==> config.mk <==
export PLATFORM = sky130hd
export DESIGN_NAME = regfile_write_arbiter
export DESIGN_NICKNAME = d
export VERILOG_FILES = /design/src/rtl/regfile_pkg.sv /design/src/rtl/rr_pick.sv /design/src/rtl/regfile_write_arbiter.sv
export SDC_FILE = /design/constraint.sdc
export NUM_CORES = 1
export LEC_CHECK = 0
export ABC_AREA = 0
export CORE_MARGIN = 8
export CORE_UTILIZATION = 39
export DETAILED_ROUTE_END_ITERATION = 8
export PLACE_DENSITY = 0.72
export SYNTH_ARGS = -nofsm -noshare
export SYNTH_HDL_FRONTEND = slang
export SYNTH_SLANG_ARGS = --single-unit
==> constraint.sdc <==
create_clock -name clk -period 1.75 [get_ports clk]
set_input_delay 0.2625 -clock clk [delete_from_list [all_inputs] [get_ports clk]]
set_output_delay 0.2625 -clock clk [all_outputs]
set_load 0.02 [all_outputs]
==> src/rtl/regfile_pkg.sv <==
// Shared types and default widths for the register-file write arbiter.
package regfile_pkg;

   localparam int unsigned NREQ_DEF     = 3;
   localparam int unsigned ADDR_W_DEF   = 3;
   localparam int unsigned DATA_W_DEF   = 8;
   localparam int unsigned MAX_LOCK_DEF = 4;

   typedef enum logic [0:0] {
      StArb    = 1'b0,
      StLocked = 1'b1
   } arb_state_e;

endpackage

==> src/rtl/rr_pick.sv <==
// Round-robin priority pick: one-hot grant of the first valid bit at or after the pointer.
module rr_pick
   import regfile_pkg::*;
#(
   parameter int unsigned NREQ  = NREQ_DEF,
   parameter int unsigned PTR_W = $clog2(NREQ_DEF)
) (
   input  logic [NREQ-1:0]  i_valid,
   input  logic [PTR_W-1:0] i_ptr,
   output logic [NREQ-1:0]  o_grant
);

   logic [NREQ-1:0] w_mask;
   logic [NREQ-1:0] w_hi;
   logic [NREQ-1:0] w_src;

   // Prefer requesters at or above the pointer; wrap to the full vector if none of them is valid.
   always_comb begin
      w_mask = '0;
      for (int i = 0; i < NREQ; i++) begin
         w_mask[i] = (PTR_W'(i) >= i_ptr);
      end
      w_hi    = i_valid & w_mask;
      w_src   = (|w_hi) ? w_hi : i_valid;
      // Isolate the lowest set bit.
      o_grant = w_src & (~w_src + NREQ'(1));
   end

endmodule

==> src/rtl/regfile_write_arbiter.sv <==
// Arbitrates NREQ write requesters onto the single register-file write port, with
// round-robin fairness and bounded burst locking.
module regfile_write_arbiter
   import regfile_pkg::*;
#(
   parameter int unsigned NREQ     = NREQ_DEF,
   parameter int unsigned ADDR_W   = ADDR_W_DEF,
   parameter int unsigned DATA_W   = DATA_W_DEF,
   parameter int unsigned MAX_LOCK = MAX_LOCK_DEF
) (
   input  logic                       clk,
   input  logic                       rst_n,
   input  logic [NREQ-1:0]            req_valid,
   input  logic [NREQ-1:0]            req_lock,
   input  logic [NREQ*ADDR_W-1:0]     req_address,
   input  logic [NREQ*DATA_W-1:0]     req_data,
   output logic [NREQ-1:0]            req_ready,
   output logic                       write_enable,
   output logic [ADDR_W-1:0]          write_address,
   output logic [DATA_W-1:0]          write_data,
   output logic [$clog2(NREQ)-1:0]    last_grant,
   output logic                       locked
);

   localparam int unsigned PTR_W  = $clog2(NREQ);
   localparam int unsigned BEAT_W = $clog2(MAX_LOCK + 1);

   arb_state_e        r_state, w_state_d;
   logic [PTR_W-1:0]  r_ptr, w_ptr_d;
   logic [PTR_W-1:0]  r_owner, w_owner_d;
   logic [BEAT_W-1:0] r_beat, w_beat_d;
   logic              r_we;
   logic [ADDR_W-1:0] r_waddr;
   logic [DATA_W-1:0] r_wdata;
   logic [PTR_W-1:0]  r_last;

   logic [NREQ-1:0]   w_pick;
   logic [NREQ-1:0]   w_grant;
   logic [NREQ-1:0]   w_owner_oh;
   logic [PTR_W-1:0]  w_gidx;
   logic [ADDR_W-1:0] w_sel_addr;
   logic [DATA_W-1:0] w_sel_data;
   logic              w_xfer;
   logic              w_xfer_lock;
   logic              w_owner_valid;
   logic [BEAT_W-1:0] w_beat_inc;
   logic              w_exit;

   function automatic logic [PTR_W-1:0] ptr_inc(input logic [PTR_W-1:0] v);
      if (v == PTR_W'(NREQ - 1)) begin
         return '0;
      end
      return v + 1'b1;
   endfunction

   rr_pick #(
      .NREQ  (NREQ),
      .PTR_W (PTR_W)
   ) u_rr_pick (
      .i_valid (req_valid),
      .i_ptr   (r_ptr),
      .o_grant (w_pick)
   );

   // Grant vector, granted index and the granted requester's address/data.
   always_comb begin
      w_owner_oh = '0;
      for (int i = 0; i < NREQ; i++) begin
         w_owner_oh[i] = (r_owner == PTR_W'(i));
      end
      // While locked only the owner can be served, and only if it is requesting.
      w_grant    = (r_state == StLocked) ? (req_valid & w_owner_oh) : w_pick;
      w_gidx     = '0;
      w_sel_addr = '0;
      w_sel_data = '0;
      for (int i = 0; i < NREQ; i++) begin
         if (w_grant[i]) begin
            w_gidx     = PTR_W'(i);
            w_sel_addr = req_address[i*ADDR_W +: ADDR_W];
            w_sel_data = req_data[i*DATA_W +: DATA_W];
         end
      end
      w_xfer        = |w_grant;
      w_xfer_lock   = |(w_grant & req_lock);
      w_owner_valid = |(req_valid & w_owner_oh);
      w_beat_inc    = r_beat + 1'b1;
   end

   // Next-state logic for the ARB/LOCKED FSM, pointer, owner and beat counter.
   always_comb begin
      w_state_d = r_state;
      w_ptr_d   = r_ptr;
      w_owner_d = r_owner;
      w_beat_d  = r_beat;
      w_exit    = 1'b0;
      unique case (r_state)
         StArb: begin
            if (w_xfer) begin
               w_ptr_d = ptr_inc(w_gidx);
               // With MAX_LOCK of 1 a lock could never take a second beat, so stay in ARB.
               if (w_xfer_lock && (MAX_LOCK > 1)) begin
                  w_state_d = StLocked;
                  w_owner_d = w_gidx;
                  w_beat_d  = BEAT_W'(1);
               end
            end
         end
         StLocked: begin
            if (!w_owner_valid) begin
               w_exit = 1'b1;
            end else if (w_xfer) begin
               if (!w_xfer_lock || (w_beat_inc == BEAT_W'(MAX_LOCK))) begin
                  w_exit = 1'b1;
               end else begin
                  w_beat_d = w_beat_inc;
               end
            end
         end
         default: begin
            w_state_d = StArb;
         end
      endcase
      if (w_exit) begin
         w_state_d = StArb;
         w_ptr_d   = ptr_inc(r_owner);
         w_beat_d  = '0;
      end
   end

   // FSM and arbitration state registers.
   always_ff @(posedge clk or negedge rst_n) begin
      if (!rst_n) begin
         r_state <= StArb;
         r_ptr   <= '0;
         r_owner <= '0;
         r_beat  <= '0;
      end else begin
         r_state <= w_state_d;
         r_ptr   <= w_ptr_d;
         r_owner <= w_owner_d;
         r_beat  <= w_beat_d;
      end
   end

   // Register-file write port: one-cycle strobe per transfer, address/data held otherwise.
   always_ff @(posedge clk or negedge rst_n) begin
      if (!rst_n) begin
         r_we    <= 1'b0;
         r_waddr <= '0;
         r_wdata <= '0;
         r_last  <= '0;
      end else begin
         r_we <= w_xfer;
         if (w_xfer) begin
            r_waddr <= w_sel_addr;
            r_wdata <= w_sel_data;
            r_last  <= w_gidx;
         end
      end
   end

   assign req_ready     = w_grant;
   assign write_enable  = r_we;
   assign write_address = r_waddr;
   assign write_data    = r_wdata;
   assign last_grant    = r_last;
   assign locked        = (r_state == StLocked);

endmodule

; ---- Yosys cells after proc, flatten, opt, wreduce, memory -nomap -nowiden
; Cells that the tools add are included.
; W data, S select, Z words.
[op_classes]
addsub = 4
magnitude_cmp = 3
n_eq_ne = 10
mux = 37
bitwise = 6
reduce_logical = 11
[op_table]
columns = cell, count
row1 = $mux W3, 11
row2 = $mux W8, 3
row3 = $mux W2, 8
row4 = $mux W1, 14
row5 = $and A3 B3 Y3, 4
row6 = $reduce_or A3 Y1, 4
row7 = $ne A3 B3 Y1 const B, 3
row8 = $add A3 B1 Y3 const B, 2
row9 = $ne A3 B1 Y1 const B, 2
row10 = $pmux W3 S2, 1
row11 = $reduce_and A5 Y1, 1
row12 = $add A2 B1 Y2 const B, 2
row13 = $eq A2 B2 Y1 const B, 2
row14 = $ge A1 B2 Y1 const A, 2
row15 = $eq A3 B3 Y1 const B, 1
row16 = $not A3 Y3, 1
row17 = $reduce_and A3 Y1, 1
row18 = $eq A2 B1 Y1 const B, 1
row19 = $ge A2 B2 Y1 const A, 1
row20 = $logic_not A2 Y1, 1
row21 = $ne A2 B1 Y1 const B, 1
row22 = $reduce_and A2 Y1, 1
row23 = $reduce_bool A2 Y1, 1
row24 = $logic_not A1 Y1, 1
row25 = 2 further kinds, 2
[word_totals]
register_bits = 22
inputBits = 41
out_inout_bits = 18
elab_cells = 79

; ---- Depth between registers and ports, before layout
; Gate-level depths: netlist of the first run.
[depth]
depth_word = 19
depth_mapped = 9
mapped_depth_nobuf = 7

; ---- By module
; From an unflattened synthesis of the first run, not the netlist that was laid out.
[hier_totals]
cells_unflattened = 140
hier_area_um2 = 1356.3
[by_module_without_submodules]
columns = mod, n_inst, cells_per_inst, area_each_um2, seq_area_each_um2
row1 = regfile_write_arbiter, 1, 129, 1286.2, 550.5
row2 = rr_pick, 1, 11, 70.1, 0.0

; ---- Least setup slack after synthesis of the first run
; OpenSTA, ideal clock, no wires.
[synth_timing]
kind = reg2out
startpoint = register r_state (netlist: locked)
endpoint = output port req_ready[2]
arrival_time_ps = 1603
required_time_ps = 1487
setup_slack_ps = -116
stages_incl_launch_ff = 7
n_path_buf = 3
cell_sequence = dfrtp_1 buf_2 a2111oi_4 nor2_4 inv_4 buf_2 buf_4
[synth_between]
elab_chain_len = 1
[synth_rtl]
columns = element, line_no
row1 = "start, declared", regfile_write_arbiter.sv:28  ; arb_state_e r_state, w_state_d;
row2 = "start signal, assigned", regfile_write_arbiter.sv:133  ; r_state <= StArb;
row3 = "start signal, assigned", regfile_write_arbiter.sv:138  ; r_state <= w_state_d;
row4 = $mux W3, regfile_write_arbiter.sv:72  ; w_grant = (r_state == StLocked) ? (req_valid & w_owner_oh) : w_pick;
row5 = "end, declared", regfile_write_arbiter.sv:17  ; output logic [NREQ-1:0] req_ready,
; No other way between the ends.

; ---- Final worst setup path of the first run
[layout_timing]
startpoint = register r_ptr[1]
endpoint = register r_ptr[0]
[layout_between]
elab_chain_len = 18
elab_cells_between_ends = 33
classes_between = add/sub (2) / order compare (3) / eq/ne (2) / mux (15) / bitwise (4) / reduce/logical (7)
[layout_rtl]
columns = element, line_no
row1 = "start, declared", regfile_write_arbiter.sv:29  ; logic [PTR_W-1:0] r_ptr, w_ptr_d;
row2 = "start signal, assigned", regfile_write_arbiter.sv:139  ; r_ptr <= w_ptr_d;
row3 = $ge A1 B2 Y1 or $ge A2 B2 Y1 (tied branches), rr_pick.sv:21  ; w_mask[i] = (PTR_W'(i) >= i_ptr);
row4 = $and A3 B3 Y3 (*), rr_pick.sv:23  ; w_hi = i_valid & w_mask;
row5 = $reduce_or A3 Y1, rr_pick.sv:24  ; w_src = (|w_hi) ? w_hi : i_valid;
row6 = $mux W3 (*), rr_pick.sv:24
row7 = $not A3 Y3, rr_pick.sv:26  ; o_grant = w_src & (~w_src + NREQ'(1));
row8 = $add A3 B1 Y3, rr_pick.sv:26
row9 = $and A3 B3 Y3 (*), rr_pick.sv:26
row10 = $mux W3 (*), regfile_write_arbiter.sv:72
row11 = (+2 left out), -
row12 = $eq A2 B2 Y1 or $logic_not A1 Y1 (tied branches), "regfile_write_arbiter.sv:50, regfile_write_arbiter.sv:112"
row13 = $mux W1 or $logic_or A1 B1 Y1 (tied branches), "regfile_write_arbiter.sv:50, regfile_write_arbiter.sv:112"
row14 = $mux W1 (on tied branches), "regfile_write_arbiter.sv:98, regfile_write_arbiter.sv:112"
row15 = $mux W1 (on tied branches), "regfile_write_arbiter.sv:96, regfile_write_arbiter.sv:111"
row16 = $mux W2 or $mux W1 (tied branches), "regfile_write_arbiter.sv:53, regfile_write_arbiter.sv:109"
row17 = $mux W2 or $mux W1 (tied branches), "regfile_write_arbiter.sv:98, regfile_write_arbiter.sv:96"
row18 = $mux W2 (tied with other cells), regfile_write_arbiter.sv:96  ; unique case (r_state)
row19 = $mux W2 or $reduce_and A2 Y1 (tied branches), -
; Mark *: on every way between the ends. The rest lies on a longest branch, timed or not. The select of a mux whose other input is x is not followed.
; A chain may end at the register's enable or synchronous reset.

==> flow_results.xml, run 1 <==
<?xml version="1.0" encoding="UTF-8"?>
<metrics>
  <group name="die">
    <metric name="fp.dieH" unit="um">78.0</metric>
    <metric name="num_io_pins" unit="">59</metric>
    <metric name="fp.dieArea" unit="sq um">6090</metric>
    <metric name="row_count" unit="">22</metric>
    <metric name="coreArea" unit="sq um">3690</metric>
    <metric name="start_util" unit="">0.407</metric>
    <metric name="dieWidth" unit="um">78.0</metric>
  </group>
  <group name="timing">
    <metric name="period_minus_slack" unit="ps">1940</metric>
    <metric name="timing.final.ws_setup" unit="ps">-190</metric>
    <metric name="setup_viol" unit="">23</metric>
    <metric name="worst_case_hold_slack" unit="ps">349</metric>
    <metric name="slew_headroom" unit="">0.755</metric>
    <metric name="max_clock_freq" unit="MHz">515</metric>
    <metric name="setup_total_negative_slack" unit="ps">-2810</metric>
    <metric name="final_period_util" unit="">1.11</metric>
    <metric name="setup_repair_after_global_routing_missed_its_margin" unit="">yes</metric>
    <metric name="finalClockSkew" unit="ps">3.91</metric>
    <metric name="timing.final.max_slew_violations" unit="">0</metric>
    <metric name="worst-slew-pin-transition" unit="ps">366</metric>
    <metric name="timing_hold_violations_final" unit="">0</metric>
  </group>
  <group name="pwr">
    <metric name="p_total" unit="mW">4.62</metric>
    <metric name="power_switching" unit="mW">2.09</metric>
    <metric name="cellInternalPower" unit="mW">2.53</metric>
    <metric name="power.share.clock" unit="">0.075</metric>
    <metric name="switching_share" unit="">0.452</metric>
    <metric name="ir_worst_vdd" unit="mV">0.790</metric>
    <metric name="register_share_of_total_power" unit="">0.205</metric>
    <metric name="p_leak" unit="nW">1.12</metric>
    <metric name="comb_power_share" unit="">0.720</metric>
    <metric name="power_density" unit="nW/um^2">1670</metric>
  </group>
  <group name="clocking">
    <metric name="tritoncts_clock_tree" unit="">yes</metric>
    <metric name="cts.sinks" unit="">22</metric>
    <metric name="clkTransAtPathRegs" unit="ps">90</metric>
    <metric name="numCtsBuffers" unit="">3</metric>
    <metric name="cts.htree.levels" unit="">1</metric>
    <metric name="max-clock-path-buffers" unit="">2</metric>
    <metric name="worst_skew_pair.late_latency" unit="ps">270</metric>
    <metric name="cts_root_buffer" unit="">sky130_fd_sc_hd__clkbuf_8</metric>
  </group>
  <group name="worst_setup_path">
    <metric name="reg2reg_to" unit="">r_ptr[0]$_DFFE_PN0P_</metric>
    <metric name="regToRegSetupSlack" unit="ps">-190</metric>
    <metric name="worst_r2r_startpoint" unit="">r_ptr[1]$_DFFE_PN0P_</metric>
    <metric name="path_buf_inv" unit="">2</metric>
    <metric name="critical_path_peak_fanout" unit="">5</metric>
    <metric name="list_of_cells_traversed_by_the_critical_path" unit="">buf_6 -&gt; a21oi_2 -&gt; o2111a_2 -&gt; buf_4 -&gt; nor4_1 -&gt; a21oi_1 -&gt; a221oi_4</metric>
    <metric name="critical_path.top_delay_family" unit="">compound AO/OA/AOI/OAI gates</metric>
    <metric name="crit_path_end_kind" unit="">flop</metric>
    <metric name="critical_path.max_stage_delay" unit="ps">430</metric>
    <metric name="timing.setup.critical_path_class" unit="">reg -&gt; reg</metric>
    <metric name="critPathSlowestCell" unit="">sky130_fd_sc_hd__dfrtp_1</metric>
    <metric name="timing.critical_path.from_type" unit="">flop</metric>
    <metric name="timing.critical_path.required" unit="ps">1920</metric>
    <metric name="worstPathArrival" unit="ps">2110</metric>
    <metric name="reg2regPathDepth" unit="">7</metric>
  </group>
  <group name="cells_and_area">
    <metric name="final_net_count" unit="">293</metric>
    <metric name="area_growth" unit="%">84.0</metric>
    <metric name="antenna_cells_inserted" unit="">0</metric>
    <metric name="layout-drive-gt1-share" unit="">0.434</metric>
    <metric name="post_route_core_utilization" unit="">0.748</metric>
  </group>
  <group name="route">
    <metric name="drt_pre_antenna_iters" unit="">4</metric>
    <metric name="first_iter_violations" unit="">119</metric>
    <metric name="via_per_inst" unit="">5.85</metric>
    <metric name="via_count" unit="">1736</metric>
    <metric name="remaining_drc_errors" unit="">0</metric>
    <metric name="routed_wl" unit="mm">6.24</metric>
    <metric name="postRouteAntennaNets" unit="">0</metric>
    <metric name="post_drt_wl_per_cell" unit="um">21.0</metric>
  </group>
  <group name="flow_run">
    <metric name="drv.max_cap_violation_count" unit="">0</metric>
  </group>
  <group name="yosys">
    <metric name="synth.avg_cell_area" unit="sq um">9.74</metric>
    <metric name="syn_std_cell_area" unit="sq um">1500</metric>
    <metric name="yosysTopAreaCell" unit="">sky130_fd_sc_hd__dfrtp_1</metric>
    <metric name="netlist_top_cells_count" unit="">sky130_fd_sc_hd__dfrtp_1, sky130_fd_sc_hd__nand3_1, sky130_fd_sc_hd__nor4_1, sky130_fd_sc_hd__a22oi_1, sky130_fd_sc_hd__a31oi_2</metric>
    <metric name="synth_seq_cells" unit="">22</metric>
    <metric name="postSynth.topFlopCell" unit="">sky130_fd_sc_hd__dfrtp_1</metric>
    <metric name="number_of_nets_in_the_synthesized_netlist" unit="">197</metric>
    <metric name="synth_cells" unit="">154</metric>
    <metric name="edff_count_synth" unit="">0</metric>
    <metric name="post-synth-top-count-cell" unit="">sky130_fd_sc_hd__dfrtp_1</metric>
    <metric name="ys_seq_area_frac" unit="">0.367</metric>
    <metric name="synthDominantCellAreaShare" unit="">0.367</metric>
    <metric name="asyncSetResetFlopFracSynth" unit="">1.00</metric>
    <metric name="synth_cell_types" unit="">52</metric>
    <metric name="yosys_synthesis_warning_count" unit="">0</metric>
    <metric name="synthTopCellsByArea" unit="">sky130_fd_sc_hd__dfrtp_1, sky130_fd_sc_hd__a31oi_2, sky130_fd_sc_hd__a22oi_1</metric>
  </group>
  <group name="grt">
    <metric name="grt_pass1_vias" unit="">1902</metric>
    <metric name="track_usage" unit="">0.182</metric>
    <metric name="overflow" unit="">0</metric>
    <metric name="grt_start_max_net_pins" unit="">23</metric>
    <metric name="initial_antenna_violation_count" unit="">0</metric>
    <metric name="grt_first_pass_wirelength" unit="mm">9.23</metric>
  </group>
  <group name="run_status">
    <metric name="outcome" unit="">complete, but fails checks</metric>
    <metric name="violations" unit="">negative setup slack</metric>
  </group>
  <group name="place">
    <metric name="dpl.hpwl" unit="mm">4.08</metric>
    <metric name="portBuffers" unit="">58</metric>
    <metric name="gp_congestion" unit="">0.923</metric>
    <metric name="placement.setup.worst_slack" unit="ps">-557</metric>
  </group>
  <group name="worst_hold_path">
    <metric name="min_path_type" unit="">in -&gt; async</metric>
  </group>
</metrics>
==> logic make-up (layout without fill, tap and decap cells) <==
family / after synthesis / in the layout / synth area share
AND/OR/NAND/NOR: 51 / 51 / 0.210
AO/OA/AOI/OAI: 56 / 56 / 0.320
adder cells (fa/ha/maj): 2 / 2 / 0.0167
flip-flops: 22 / 22 / 0.367
XOR/XNOR: 1 / 1 / 0.00584
multiplexers: 2 / 2 / 0.0142
buffers and inverters: 20 / 115 / 0.0659
==> repair_timing <==
action	CTS	global route
buffers inserted	10	8
endpoints found under the setup margin	25	25
pin swaps	6	7
gates cloned	0	0
gates resized for setup	43	28
hold buffers	0	0
==> cell type report <==
class | instances | area, sq um
multi-input combinational | 112 | 1100
timing repair buffer | 102 | 961
fill | 235 | 928
sequential | 22 | 553
tap | 48 | 60.1
clock buffer | 4 | 45.0
inverter | 9 | 38.8
==> layout by cell type, fill, tap and decap left out, types with 2 or more instances in the layout <==
master                            count
sky130_fd_sc_hd__clkdlybuf4s50_1     51
sky130_fd_sc_hd__nor2_4               3
sky130_fd_sc_hd__inv_1                4
sky130_fd_sc_hd__nor4_1               3
sky130_fd_sc_hd__inv_4                2
sky130_fd_sc_hd__a21oi_2              2
sky130_fd_sc_hd__nor2_1               3
sky130_fd_sc_hd__a21oi_1              5
sky130_fd_sc_hd__and3b_1              2
sky130_fd_sc_hd__dlygate4sd2_1        4
sky130_fd_sc_hd__nand3_1             13
sky130_fd_sc_hd__a22oi_1             10
sky130_fd_sc_hd__nand2_1              5
sky130_fd_sc_hd__dfrtp_2              2
sky130_fd_sc_hd__ha_1                 2
sky130_fd_sc_hd__o21ai_4              2
sky130_fd_sc_hd__clkbuf_8             3
sky130_fd_sc_hd__nor4_2               9
sky130_fd_sc_hd__buf_4               34
sky130_fd_sc_hd__a21o_1               3
sky130_fd_sc_hd__buf_6                8
sky130_fd_sc_hd__buf_8                3
sky130_fd_sc_hd__a31oi_2              9
sky130_fd_sc_hd__dfrtp_1             20
sky130_fd_sc_hd__nor2b_1              2
sky130_fd_sc_hd__nor3_4               2
sky130_fd_sc_hd__a31oi_1              2
sky130_fd_sc_hd__inv_2                3
==> power groups by stage <==
| stage | Combinational (mW) | Sequential, mW | Clock (mW) |
|---|---|---|---|
| finish | 3.32 | 0.945 | 0.347 |
| global route | 3.51 | 0.972 | 0.367 |
| CTS | 2.98 | 0.935 | 0.348 |
| detailed placement | 2.66 | 0.961 | 0 |
| global placement | 2.60 | 0.948 | 0 |
| floorplan | 1.46 | 1.14 | 0 |
==> state kept, by name, summed over array words and instances, names as in the netlist <==
signal	count
r_beat	3
last_grant	2
write_address	3
write_enable	1
locked	1
r_owner	2
r_ptr	2
write_data	8
==> how the worst max path moves through the flow <==
stage | startpoint | end | slack [ps] | depth (start not counted)
5_1_grt | r_ptr[1]$_DFFE_PN0P_ | r_ptr[0]$_DFFE_PN0P_ | -290 | 7
3_3_place_gp | req_valid[0] | req_ready[0] | -520 | 6
6_report | r_ptr[1]$_DFFE_PN0P_ | r_ptr[0]$_DFFE_PN0P_ | -190 | 7
4_1_cts | r_ptr[1]$_DFFE_PN0P_ | req_ready[2] | -130 | 6
3_5_place_dp | req_valid[0] | req_ready[0] | -560 | 6
2_1_floorplan | r_ptr[1]$_DFFE_PN0P_ | req_ready[2] | -4 | 6
==> routing by layer <==
metal,wire (um),track usage,vias to the layer above
li1,-,-,797
met1,2500,0.203,860
met2,3300,0.331,64
met3,321,0.0376,15
met4,121,0.0667,0
met5,0,0,-
==> stage by stage <==
stage / instances / area, sq um
6_report: 297 / 2760
5_1_grt: 297 / 2760
4_1_cts: 290 / 2570
3_5_place_dp: 277 / 2350
3_3_place_gp: 277 / 2350
2_1_floorplan: 154 / 1590
Note: power is estimated with default switching activity, not from simulation.
==> run 2, diff against run 1 <==
--- a/config.mk
+++ b/config.mk
@@ -6,8 +6,9 @@
 export NUM_CORES = 1
 export LEC_CHECK = 0
 export ABC_AREA = 0
-export CORE_MARGIN = 8
+export CORE_MARGIN = 5
 export CORE_UTILIZATION = 39
+export CTS_CLUSTER_DIAMETER = 120
 export DETAILED_ROUTE_END_ITERATION = 8
 export PLACE_DENSITY = 0.72
 export SYNTH_ARGS = -nofsm -noshare
==> run 2 against run 1 <==
The run still ends with negative setup slack left. Combinational power grew 11%. Critical path depth is 2 higher. Clock skew rose by 1.8 ps. Register-to-register slack worse by 60 ps. Sequential share of layout area shrank 1.1 points. Cell count grew 3.7%. Utilization is 4.5 points higher. Cell area up 6.1%. Non-clock buffer count increased by 10. Clock-buffer cell count did not move. Flip-flop and latch count unchanged. Sequential power increased by 1%. Critical path type unchanged. Largest power group unchanged. Highest routed layer unchanged.
==> flow_results.xml, run 2 (same netlist as run 1, synthesis figures left out) <==
<?xml version="1.0" encoding="UTF-8"?>
<metrics>
  <group name="run_status">
    <metric name="outcome" unit="">complete, but fails checks</metric>
    <metric name="violations" unit="">negative setup slack</metric>
  </group>
  <group name="grt">
    <metric name="grt_first_pass_wirelength" unit="mm">9.93</metric>
    <metric name="grt_start_max_net_pins" unit="">23</metric>
    <metric name="grt_pass1_vias" unit="">1970</metric>
    <metric name="initial_antenna_violation_count" unit="">0</metric>
    <metric name="overflow" unit="">0</metric>
    <metric name="track_usage" unit="">0.242</metric>
  </group>
  <group name="cells_and_area">
    <metric name="finish.cell_count_without_fillers" unit="">308</metric>
    <metric name="post_route_core_utilization" unit="">0.794</metric>
    <metric name="final_common_cell" unit="">sky130_fd_sc_hd__clkdlybuf4s50_1</metric>
    <metric name="final_net_count" unit="">304</metric>
    <metric name="antenna_cells_inserted" unit="">0</metric>
    <metric name="fillers" unit="">214</metric>
    <metric name="layout_common_cells" unit="">sky130_fd_sc_hd__clkdlybuf4s50_1, sky130_fd_sc_hd__buf_4, sky130_fd_sc_hd__dfrtp_1</metric>
    <metric name="area_growth" unit="%">95.2</metric>
    <metric name="max_reg_flops" unit="">8</metric>
    <metric name="layout.cell_area.non_filler" unit="sq um">2930</metric>
    <metric name="layout-drive-gt1-share" unit="">0.454</metric>
  </group>
  <group name="worst_setup_path">
    <metric name="worst_r2r_startpoint" unit="">r_ptr[1]$_DFFE_PN0P_</metric>
    <metric name="critical_path.max_stage_delay" unit="ps">400</metric>
    <metric name="critical_path.top_delay_family" unit="">buffers and inverters</metric>
    <metric name="reg2reg_to" unit="">write_data[7]$_DFFE_PN0P_</metric>
    <metric name="timing.critical_path.from_type" unit="">flop</metric>
    <metric name="list_of_cells_traversed_by_the_critical_path" unit="">buf_6 -&gt; nand2_1 -&gt; o221a_4 -&gt; nor2_4 -&gt; inv_2 -&gt; buf_8 -&gt; nor3_4 -&gt; clkinvlp_4 -&gt; a31oi_2</metric>
    <metric name="worstPathArrival" unit="ps">2190</metric>
    <metric name="critical_path.startpoint" unit="">r_ptr[1]$_DFFE_PN0P_</metric>
    <metric name="timing.setup.critical_path_class" unit="">reg -&gt; reg</metric>
    <metric name="crit_path_end" unit="">write_data[7]$_DFFE_PN0P_</metric>
    <metric name="crit_path_end_kind" unit="">flop</metric>
    <metric name="critPathSlowestCell" unit="">sky130_fd_sc_hd__dfrtp_1</metric>
    <metric name="critical_path_peak_fanout" unit="">10</metric>
    <metric name="timing.critical_path.required" unit="ps">1940</metric>
    <metric name="regToRegSetupSlack" unit="ps">-250</metric>
    <metric name="reg2regPathDepth" unit="">9</metric>
    <metric name="path_buf_inv" unit="">4</metric>
    <metric name="worst-path-stages" unit="">9</metric>
  </group>
  <group name="clocking">
    <metric name="tritoncts_clock_tree" unit="">yes</metric>
    <metric name="clkTransAtPathRegs" unit="ps">90</metric>
    <metric name="cts.sinks" unit="">22</metric>
    <metric name="worst_skew_pair.late_latency" unit="ps">270</metric>
    <metric name="cts_root_buffer" unit="">sky130_fd_sc_hd__clkbuf_8</metric>
    <metric name="hold_buffers" unit="">0</metric>
    <metric name="max-clock-path-buffers" unit="">2</metric>
    <metric name="numCtsBuffers" unit="">3</metric>
    <metric name="cts.htree.levels" unit="">1</metric>
  </group>
  <group name="place">
    <metric name="dp_cells" unit="">283</metric>
    <metric name="gp_congestion" unit="">0.894</metric>
    <metric name="placement.setup.worst_slack" unit="ps">-585</metric>
    <metric name="dpl.hpwl" unit="mm">3.83</metric>
    <metric name="portBuffers" unit="">58</metric>
    <metric name="post_dp_cell_area" unit="sq um">2400</metric>
  </group>
  <group name="route">
    <metric name="via_count" unit="">1831</metric>
    <metric name="postRouteAntennaNets" unit="">0</metric>
    <metric name="routed_wl" unit="mm">6.40</metric>
    <metric name="post_drt_wl_per_cell" unit="um">20.8</metric>
    <metric name="drt_pre_antenna_iters" unit="">4</metric>
    <metric name="remaining_drc_errors" unit="">0</metric>
    <metric name="first_iter_violations" unit="">110</metric>
    <metric name="via_per_inst" unit="">5.94</metric>
  </group>
  <group name="die">
    <metric name="row_count" unit="">22</metric>
    <metric name="fp.dieH" unit="um">72.0</metric>
    <metric name="start_util" unit="">0.407</metric>
    <metric name="num_io_pins" unit="">59</metric>
    <metric name="coreArea" unit="sq um">3690</metric>
    <metric name="fp.dieArea" unit="sq um">5190</metric>
    <metric name="dieWidth" unit="um">72.0</metric>
  </group>
  <group name="pwr">
    <metric name="comb_power_share" unit="">0.734</metric>
    <metric name="power_switching" unit="mW">2.20</metric>
    <metric name="power_density" unit="nW/um^2">1720</metric>
    <metric name="power.share.clock" unit="">0.076</metric>
    <metric name="ir_worst_vdd" unit="mV">0.965</metric>
    <metric name="switching_share" unit="">0.436</metric>
    <metric name="register_share_of_total_power" unit="">0.190</metric>
    <metric name="cellInternalPower" unit="mW">2.84</metric>
    <metric name="p_leak" unit="nW">1.20</metric>
  </group>
  <group name="timing">
    <metric name="setup_viol" unit="">25</metric>
    <metric name="timing_hold_violations_final" unit="">0</metric>
    <metric name="timing.final.ws_setup" unit="ps">-251</metric>
    <metric name="period_minus_slack" unit="ps">2000</metric>
    <metric name="final_period_util" unit="">1.14</metric>
    <metric name="setup_total_negative_slack" unit="ps">-4440</metric>
    <metric name="timing.final.max_slew_violations" unit="">0</metric>
    <metric name="setup_repair_after_global_routing_missed_its_margin" unit="">yes</metric>
    <metric name="slew_headroom" unit="">0.632</metric>
    <metric name="finalClockSkew" unit="ps">5.74</metric>
    <metric name="max_clock_freq" unit="MHz">500</metric>
    <metric name="worst-slew-pin-transition" unit="ps">548</metric>
  </group>
  <group name="flow_run">
    <metric name="drv.max_cap_violation_count" unit="">0</metric>
  </group>
  <group name="worst_hold_path">
    <metric name="min_path_type" unit="">in -&gt; async</metric>
  </group>
</metrics>
-- run 2: changes by cell type in the layout (fill, tap and decap cells not counted), sizes merged --
| cell | change |
|---|---|
| clkinvlp | +1 |
| clkdlybuf4s15 | +1 |
| buf | +8 |
| bufbuf | +1 |
-- run 2: worst min-delay path by stage --
stage | from | to | slack (ps) | cells past startpoint
global route | rst_n | last_grant[0]$_DFFE_PN0P_ | 380 | 2
detailed placement | last_grant[1]$_DFFE_PN0P_ | last_grant[1]$_DFFE_PN0P_ | 470 | 1
global placement | last_grant[1]$_DFFE_PN0P_ | last_grant[1]$_DFFE_PN0P_ | 470 | 1
CTS | rst_n | last_grant[0]$_DFFE_PN0P_ | 360 | 2
finish | rst_n | last_grant[0]$_DFFE_PN0P_ | 350 | 2
floorplan | rst_n | last_grant[0]$_DFFE_PN0P_ | -30 | 0
-- run 2: what timing repair did --
action,CTS,global route
resized for setup,62,19
buffers inserted,17,5
pin swaps,15,15
cloned,2,0
setup endpoints to repair,25,25
-- run 2: through the flow --
step,hold WS (ps),power (mW)
final,348,5.03
after global routing,376,5.27
after CTS,358,4.73
after detailed placement,471,3.70
after global placement,466,3.63
after floorplan,-33.1,2.60
-- run 2: power groups by stage --
stage                     Sequential, mW  Clock, mW  Combinational, mW
after floorplan                     1.14          0               1.46
after global placement             0.933          0               2.69
after detailed placement           0.948          0               2.75
after CTS                          0.941      0.378               3.41
after global routing               0.986      0.412               3.87
final                              0.957      0.383               3.69
-- run 2: cell type report --
type	count	area [sq um]	share of cell area
Timing Repair Buffer	112	1120	0.381
Multi-Input combinational cell	112	1090	0.374
Sequential cell	22	553	0.189
Tap cell	48	60.1	0.0205
Clock buffer	4	55.1	0.0188
Inverter	9	41.3	0.0141
Timing Repair inverter	1	7.51	0.00256
-- run 2: layer usage --
layer  vias to the layer above  routed length [um]  GRT usage
met5                         -                   0          0
met4                         0                 172     0.0668
met3                        25                 323     0.0374
met2                        83                3330      0.432
met1                       903                2570      0.303
li1                        820                   -          -
-- run 2: worst reg2reg max path, stage by stage (launching register included) --
cell                         delay, ps
sky130_fd_sc_hd__dfrtp_1           400
sky130_fd_sc_hd__buf_6             140
sky130_fd_sc_hd__nand2_1            90
sky130_fd_sc_hd__o221a_4           290
sky130_fd_sc_hd__nor2_4            100
sky130_fd_sc_hd__inv_2              70
sky130_fd_sc_hd__buf_8             150
sky130_fd_sc_hd__nor3_4            240
sky130_fd_sc_hd__clkinvlp_4        260
sky130_fd_sc_hd__a31oi_2           190
